===== src/rtl/xnor_pop_pkg.sv =====
// +----------------------------------------------------------------------------+
// | xnor_pop_pkg: shared constants, sizing helpers and beat tag type for the   |
// | XNOR-popcount engine.                                                      |
// | Revision: 1.0                                                              |
// +----------------------------------------------------------------------------+
`default_nettype none

package xnor_pop_pkg;

  localparam int LEAF_W = 32;

  function automatic int pop_w(input int width);
    return $clog2(width + 1);
  endfunction

  // Number of pipeline registers placed after tree level lvl; stage s lands on level floor(s*levels/pipe).
  function automatic int regs_at_level(input int lvl, input int levels, input int pipe);
    int n;
    n = 0;
    for (int s = 1; s <= pipe; s++) begin
      if ((s * levels) / pipe == lvl) n++;
    end
    return n;
  endfunction

  typedef struct packed {
    logic first;
    logic last;
    logic valid;
  } beat_tag_t;

endpackage

`default_nettype wire


===== src/rtl/xnor_pop_leaf.sv =====
// +----------------------------------------------------------------------------+
// | xnor_pop_leaf: combinational 32-bit XNOR followed by a 6-bit popcount.     |
// | Revision: 1.0                                                              |
// +----------------------------------------------------------------------------+
`default_nettype none

module xnor_pop_leaf
  import xnor_pop_pkg::*;
(
  input  logic [LEAF_W-1:0] xi,
  input  logic [LEAF_W-1:0] wi,
  output logic [5:0]        pop
);

  logic [LEAF_W-1:0] w_match;

  assign w_match = ~(xi ^ wi);

  always_comb begin
    pop = '0;
    for (int i = 0; i < LEAF_W; i++) begin
      pop = pop + {5'd0, w_match[i]};
    end
  end

endmodule

`default_nettype wire


===== src/rtl/xnor_popcount_accum.sv =====
// +----------------------------------------------------------------------------+
// | xnor_popcount_accum: pipelined XNOR-popcount tree with group accumulator   |
// | and valid/ready result. Optional threshold output under XNOR_POP_THRESH_EN.|
// | Revision: 1.0                                                              |
// +----------------------------------------------------------------------------+
`default_nettype none

module xnor_popcount_accum
  import xnor_pop_pkg::*;
#(
  parameter int WIDTH = 256,
  parameter int PIPE  = 2,
  parameter int ACC_W = 16,
  parameter int CNT_W = 8
) (
  input  logic             clk,
  input  logic             rst,
  input  logic             in_valid,
  output logic             in_ready,
  input  logic             in_first,
  input  logic             in_last,
  input  logic [WIDTH-1:0] xi,
  input  logic [WIDTH-1:0] wi,
  output logic             out_valid,
  input  logic             out_ready,
  output logic [ACC_W-1:0] out_sum,
  output logic [CNT_W-1:0] out_beats,
`ifdef XNOR_POP_THRESH_EN
  input  logic [ACC_W-1:0] thresh,
  output logic             out_bit,
`endif
  output logic             out_ovf
);

  localparam int POP_W  = pop_w(WIDTH);
  localparam int N_LEAF = WIDTH / LEAF_W;
  localparam int LEVELS = (N_LEAF > 1) ? $clog2(N_LEAF) : 0;
  localparam int N_PAD  = 1 << LEVELS;

  logic             w_adv;
  logic [POP_W-1:0] w_pop;
  beat_tag_t        w_tag_in;
  beat_tag_t        w_tag;

  logic             r_out_valid;
  logic             r_open;
  logic [ACC_W-1:0] r_acc;
  logic [CNT_W-1:0] r_cnt;
  logic             r_ovf;

  // One advance enable for the whole pipe: everything freezes while a result waits.
  assign w_adv     = !r_out_valid || out_ready;
  assign in_ready  = w_adv;
  assign out_valid = r_out_valid;
  assign w_tag_in  = '{first: in_first, last: in_last, valid: in_valid};

  for (genvar b = 0; b <= LEVELS; b++) begin : g_lvl
    localparam int N    = N_PAD >> b;
    localparam int NREG = regs_at_level(b, LEVELS, PIPE);
    logic [N*POP_W-1:0] w_in;
    logic [N*POP_W-1:0] w_out;

    if (b == 0) begin : g_leaf
      for (genvar i = 0; i < N; i++) begin : g_slot
        if (i < N_LEAF) begin : g_used
          logic [5:0] w_leaf_pop;
          xnor_pop_leaf u_leaf (
            .xi  (xi[i*LEAF_W +: LEAF_W]),
            .wi  (wi[i*LEAF_W +: LEAF_W]),
            .pop (w_leaf_pop)
          );
          assign w_in[i*POP_W +: POP_W] = POP_W'(w_leaf_pop);
        end else begin : g_pad
          assign w_in[i*POP_W +: POP_W] = '0;
        end
      end
    end else begin : g_add
      for (genvar i = 0; i < N; i++) begin : g_slot
        assign w_in[i*POP_W +: POP_W] = g_lvl[b-1].w_out[(2*i)*POP_W +: POP_W]
                                      + g_lvl[b-1].w_out[(2*i+1)*POP_W +: POP_W];
      end
    end

    if (NREG == 0) begin : g_wire
      assign w_out = w_in;
    end else begin : g_reg
      logic [N*POP_W-1:0] r_stage [NREG];
      always_ff @(posedge clk or posedge rst) begin
        if (rst) begin
          for (int k = 0; k < NREG; k++) r_stage[k] <= '0;
        end else if (w_adv) begin
          r_stage[0] <= w_in;
          for (int k = 1; k < NREG; k++) r_stage[k] <= r_stage[k-1];
        end
      end
      assign w_out = r_stage[NREG-1];
    end
  end

  assign w_pop = g_lvl[LEVELS].w_out;

  // Tags run in a plain PIPE-deep shift so they line up with the tree output.
  if (PIPE == 0) begin : g_tag_wire
    assign w_tag = w_tag_in;
  end else begin : g_tag_pipe
    beat_tag_t r_tag [PIPE];
    always_ff @(posedge clk or posedge rst) begin
      if (rst) begin
        for (int k = 0; k < PIPE; k++) r_tag[k] <= '0;
      end else if (w_adv) begin
        r_tag[0] <= w_tag_in;
        for (int k = 1; k < PIPE; k++) r_tag[k] <= r_tag[k-1];
      end
    end
    assign w_tag = r_tag[PIPE-1];
  end

  logic             w_beat;
  logic             w_start;
  logic [ACC_W:0]   w_sum;
  logic [ACC_W-1:0] w_acc_next;
  logic [CNT_W-1:0] w_cnt_next;
  logic             w_ovf_next;

  // A stray non-first beat with no open group starts a fresh group from zero.
  always_comb begin
    w_beat     = w_adv && w_tag.valid;
    w_start    = w_tag.first || !r_open;
    w_sum      = {1'b0, r_acc} + (ACC_W+1)'(w_pop);
    w_acc_next = ACC_W'(w_pop);
    w_cnt_next = CNT_W'(1);
    w_ovf_next = 1'b0;
    if (!w_start) begin
      w_acc_next = w_sum[ACC_W] ? {ACC_W{1'b1}} : w_sum[ACC_W-1:0];
      w_ovf_next = r_ovf | w_sum[ACC_W];
      w_cnt_next = (&r_cnt) ? r_cnt : r_cnt + 1'b1;
    end
  end

  always_ff @(posedge clk or posedge rst) begin
    if (rst) begin
      r_out_valid <= 1'b0;
      r_open      <= 1'b0;
      r_acc       <= '0;
      r_cnt       <= '0;
      r_ovf       <= 1'b0;
      out_sum     <= '0;
      out_beats   <= '0;
      out_ovf     <= 1'b0;
`ifdef XNOR_POP_THRESH_EN
      out_bit     <= 1'b0;
`endif
    end else begin
      if (w_adv) r_out_valid <= w_beat && w_tag.last;
      if (w_beat) begin
        r_acc <= w_acc_next;
        r_cnt <= w_cnt_next;
        r_ovf <= w_ovf_next;
        if (w_tag.last) begin
          r_open    <= 1'b0;
          out_sum   <= w_acc_next;
          out_beats <= w_cnt_next;
          out_ovf   <= w_ovf_next;
`ifdef XNOR_POP_THRESH_EN
          out_bit   <= (w_acc_next >= thresh);
`endif
        end else begin
          r_open <= 1'b1;
        end
      end
    end
  end

endmodule

`default_nettype wire

===== config.mk =====
export PLATFORM = sky130hd
export DESIGN_NAME = xnor_popcount_accum
export DESIGN_NICKNAME = d
export VERILOG_FILES = /design/src/rtl/xnor_pop_pkg.sv /design/src/rtl/xnor_pop_leaf.sv /design/src/rtl/xnor_popcount_accum.sv
export SDC_FILE = /design/constraint.sdc
export NUM_CORES = 1
export LEC_CHECK = 0
export CORE_AREA = 2 2 213 215
export CTS_BUF_LIST = sky130_fd_sc_hd__clkbuf_16
export CTS_CLUSTER_SIZE = 40
export DETAILED_ROUTE_END_ITERATION = 10
export DIE_AREA = 0 0 215 217
export SLEW_MARGIN = 30
export SYNTH_ARGS = -nofsm -noshare
export SYNTH_HDL_FRONTEND = slang
export SYNTH_SLANG_ARGS = --single-unit

===== constraint.sdc =====
create_clock -name clk -period 3.6 [get_ports clk]
set_input_delay 0.72 -clock clk [delete_from_list [all_inputs] [get_ports clk]]
set_output_delay 0.72 -clock clk [all_outputs]
set_load 0.05 [all_outputs]

==> summary.md <==
| Metric | Value |
|---|---|
| CP max stage delay | `0.55 ns` |
| FF-to-FF End | `g_lvl[3].g_reg.r_stage[7]$_DFFE_PP0N_` |
| Crit path DAT | `between 6 and 7 ns` |
| Sequential share of the synthesized area | `16.85%` |
| Mean Syn Cell Area | `9.854 µm²` |
| Post-DP HPWL | `approximately 36000 µm` |
| Max frequency | `between 150 and 200 MHz` |
| Multi-input gate area in the final layout | `~12000 µm²` |
| Ports | `545` |
| FF/Latch Area | `about 2400 µm²` |
| Multiplexer area fraction after synthesis | `around 1.7%` |
| Initial Utilization | `approximately a third` |
| Htree depth | `3` |
| Post-synthesis simple-gate area fraction | `5.613%` |
| Inst Count DP | `between 2000 and 3000` |
| Core area | `44700 µm²` |
| Worst Hold Path EP | `g_tag_pipe.r_tag[4]$_DFFE_PP0N_` |
| Status | `complete, but fails checks` |
| DR iter-0 viols | `around 340` |
| Syn_nets | `around 2300` |
| Number of buffers created by CTS | `9` |
| Yosys warns | `0` |
| Wire per inst | `15.29 µm` |
| Worst hold stages | `2` |
| Chip height | `approximately 220 µm` |
| FFs w/ async S/R, synth | `between 90% and 100%` |
| Root buffer cell | `clkbuf_16` |
| RSZ-0062 raised after global routing | `yes` |
| Setup-failing EPs final | `28` |
| Setup crit end kind | `register` |
| Worst r2r src | `g_lvl[1].g_reg.r_stage[1]$_DFFE_PP0N_` |
| Hold Crit Class | `reg2reg` |
| Mapped Area | `about 14000 µm²` |
| Compound-gate portion of the synthesized area | `just under 9%` |
| R2R setup slack | `around 0.38 ns` |
| Tightest Pin Transition | `between 0.6 and 0.7 ns` |
| Vias | `between 10000 and 15000` |
| First-pass DRT Iterations | `5` |
| Worst Skew | `about 0.0094 ns` |
| Fin crit period | `a little over 6 ns` |
| Main flop type after synthesis | `dfrtp_1` |
| Clock Pin Slew Worst Setup and Hold Paths | `approximately 0.07 ns` |
| Met2 wire length | `about 23000 µm` |
| FF-to-FF path depth | `11` |
| Crit path max fanout | `2` |
| Failing checks | `setup timing` |
| Vias in the first global route | `around 13000` |
| Critical path type | `in2reg` |
| Worst-Skew Late Latency | `around 0.35 ns` |
| Synth Register Bits | `between 90 and 100` |
| CP Launch Type | `input pin` |
| Post-Synth Adder-Cell Area | `approximately 39%` |
| Drt total wl | `roughly 40000 µm` |
| Fin crit share | `170.0%` |
| Final non-filler cell total | `2645` |
| Area grow syn2layout | `53.49%` |
| Cell row count | `between 70 and 80` |
| Initial antenna violation count | `2` |
| Post-synthesis xor/xnor area fraction | `around a fifth` |
| Clk sinks | `95` |
| Slew Limit Headroom | `about 59%` |
| Fin. Hold Viols | `0` |
| Commonest non-fill, non-tap cell in the layout | `clkdlybuf4s50_1` |
| Die span in x | `around 220 µm` |
| HP Start | `g_tag_pipe.r_tag[4]$_DFFE_PP0N_` |
| Clk buf depth | `2` |
| CTS tree | `yes` |
| TNS Setup | `-58.46 ns` |
| Routability Congestion | `0.8836` |
| Slowest cell on the critical path | `fa_1` |
| Met3 WL | `1969 µm` |
| Post-synth EDFFs | `0` |
| Final Worst Setup Slack | `-2.521 ns` |
| First-pass GRT wire length | `between 60000 and 70000 µm` |
| Mapped Cells | `1432` |
| Largest net degree at the start of global routing | `96` |
| Yosys cell types | `between 50 and 60` |
| Post-DRT Antenna Nets | `0` |
| Crit-path cells | `dlygate4sd2_1, xor2_1, buf_4, fa_1, fa_1, fa_1, fa_1, fa_1, inv_2, fa_1, fa_2, inv_2, fa_2, inv_2, ha_4, a21o_1, a21oi_2, o21bai_1, a21oi_2, xnor2_1, mux2_4` |
| Vias per cell | `about 4.3` |
| Share of cells above drive strength 1 | `approximately 22%` |
| Met1 wire length | `15560 µm` |
| DIE AREA | `around 47000 µm²` |
| Global Route Usage Sum | `roughly 17%` |
| Commonest non-fill, non-tap cells in the layout | `clkdlybuf4s50_1, inv_1, fa_1` |
| Largest family of logic cells by synthesized area | `adder cells` |
| Most common cell on crit path | `fa_1` |
| Nets | `2874` |
| Top Layer Used | `met5` |
| Max-cap violations | `0` |
| PortBufs | `between 500 and 600` |
| Fill count | `approximately 4300` |
| WP data required | `3.83 ns` |
| DRC | `0` |
| Pre-CTS WS | `-3.252 ns` |
| Fin. max-slew vios | `0` |
| GR Overflow Total | `0` |
==> Yosys cell counts (all sizes together) (17+ instances only) <==
cell type	count	area (µm²)
nor2	57	214.0
fa	211	4224
clkbuf	17	63.81
inv	291	1092
xnor2	165	1445
mux2	21	236.5
xor2	145	1270
o21ai	29	148.9
nand2	73	276.5
ha	106	1326
a21o	32	242.7
a21oi	80	400.4
dfrtp	95	2377
==> flip-flops by register name, summed over array words and instances (netlist names) <==
signal / cells
g_lvl.g_reg.r_stage: 37
out_sum: 16
r_acc: 16
out_beats: 8
r_cnt: 8
g_tag_pipe.r_tag: 6
out_ovf: 1
out_valid: 1
r_open: 1
r_ovf: 1
==> critical path: cells and delay by family <==
kind / cells / cell delay, ns
multiplexers: 1 / 0.26
XOR/XNOR: 2 / 0.24
adder cells (fa/ha/maj): 9 / 3.94
AO/OA/AOI/OAI: 4 / 0.59
buffers and inverters: 5 / 0.58
==> how the worst max path moves through the flow <==
stage | start | end | cells past startpoint
after floorplan | wi[54] | g_lvl[1].g_reg.r_stage[5]$_DFFE_PP0N_ | 21
after global placement | xi[152] | g_lvl[1].g_reg.r_stage[23]$_DFFE_PP0N_ | 23
after detailed placement | wi[52] | g_lvl[1].g_reg.r_stage[6]$_DFFE_PP0N_ | 22
after CTS | xi[33] | g_lvl[1].g_reg.r_stage[5]$_DFFE_PP0N_ | 22
after global routing | xi[28] | g_lvl[1].g_reg.r_stage[5]$_DFFE_PP0N_ | 22
final | xi[36] | g_lvl[1].g_reg.r_stage[5]$_DFFE_PP0N_ | 21
==> cells by family after synthesis <==
| family | after synthesis |
|---|---|
| muxes | 22 |
| and+or+nand+nor | 178 |
| AOI/OAI and AO/OA | 198 |
| xor gates and xnor gates | 310 |
| DFF | 95 |
| buffers and inverters | 312 |
| adders and majority gates | 317 |
==> per-stage QoR <==
step	cell area [µm²]	hold slack [ns]	util [%]
finish	21660	0.4714	48.46
global route	21660	0.5109	48.46
CTS	21470	0.4806	48.04
detailed placement	20870	0.4558	46.68
global placement	20870	0.4580	46.68
floorplan	14200	0.4386	-
==> metal layers <==
layer	up-vias	track usage, %
met2	288	34.12
met4	2	1.793
met1	5545	20.39
met5	-	0
li1	5575	-
met3	19	2.697
==> timing repair <==
action,in CTS,in global routing
endpoints found under the setup margin,28,28
setup buffers,4,3
resized for setup,675,171
hold endpoints to repair,0,0
hold buffers,0,0
pin swaps,162,109
==> cell type report <==
| class | instances | area share, % |
|---|---|---|
| diodes | 1 | 0.01155 |
| clock buffers | 9 | 1.040 |
| clock inverters | 7 | 0.4506 |
| inverters | 291 | 5.049 |
| multi-input cells | 1025 | 53.39 |
| flip-flops and latches | 95 | 10.98 |
| well taps | 600 | 3.466 |
| repair buffers | 617 | 25.62 |
Power is not shown: default switching activity piles up to over one toggle a cycle in this logic, so the estimate is an artifact.
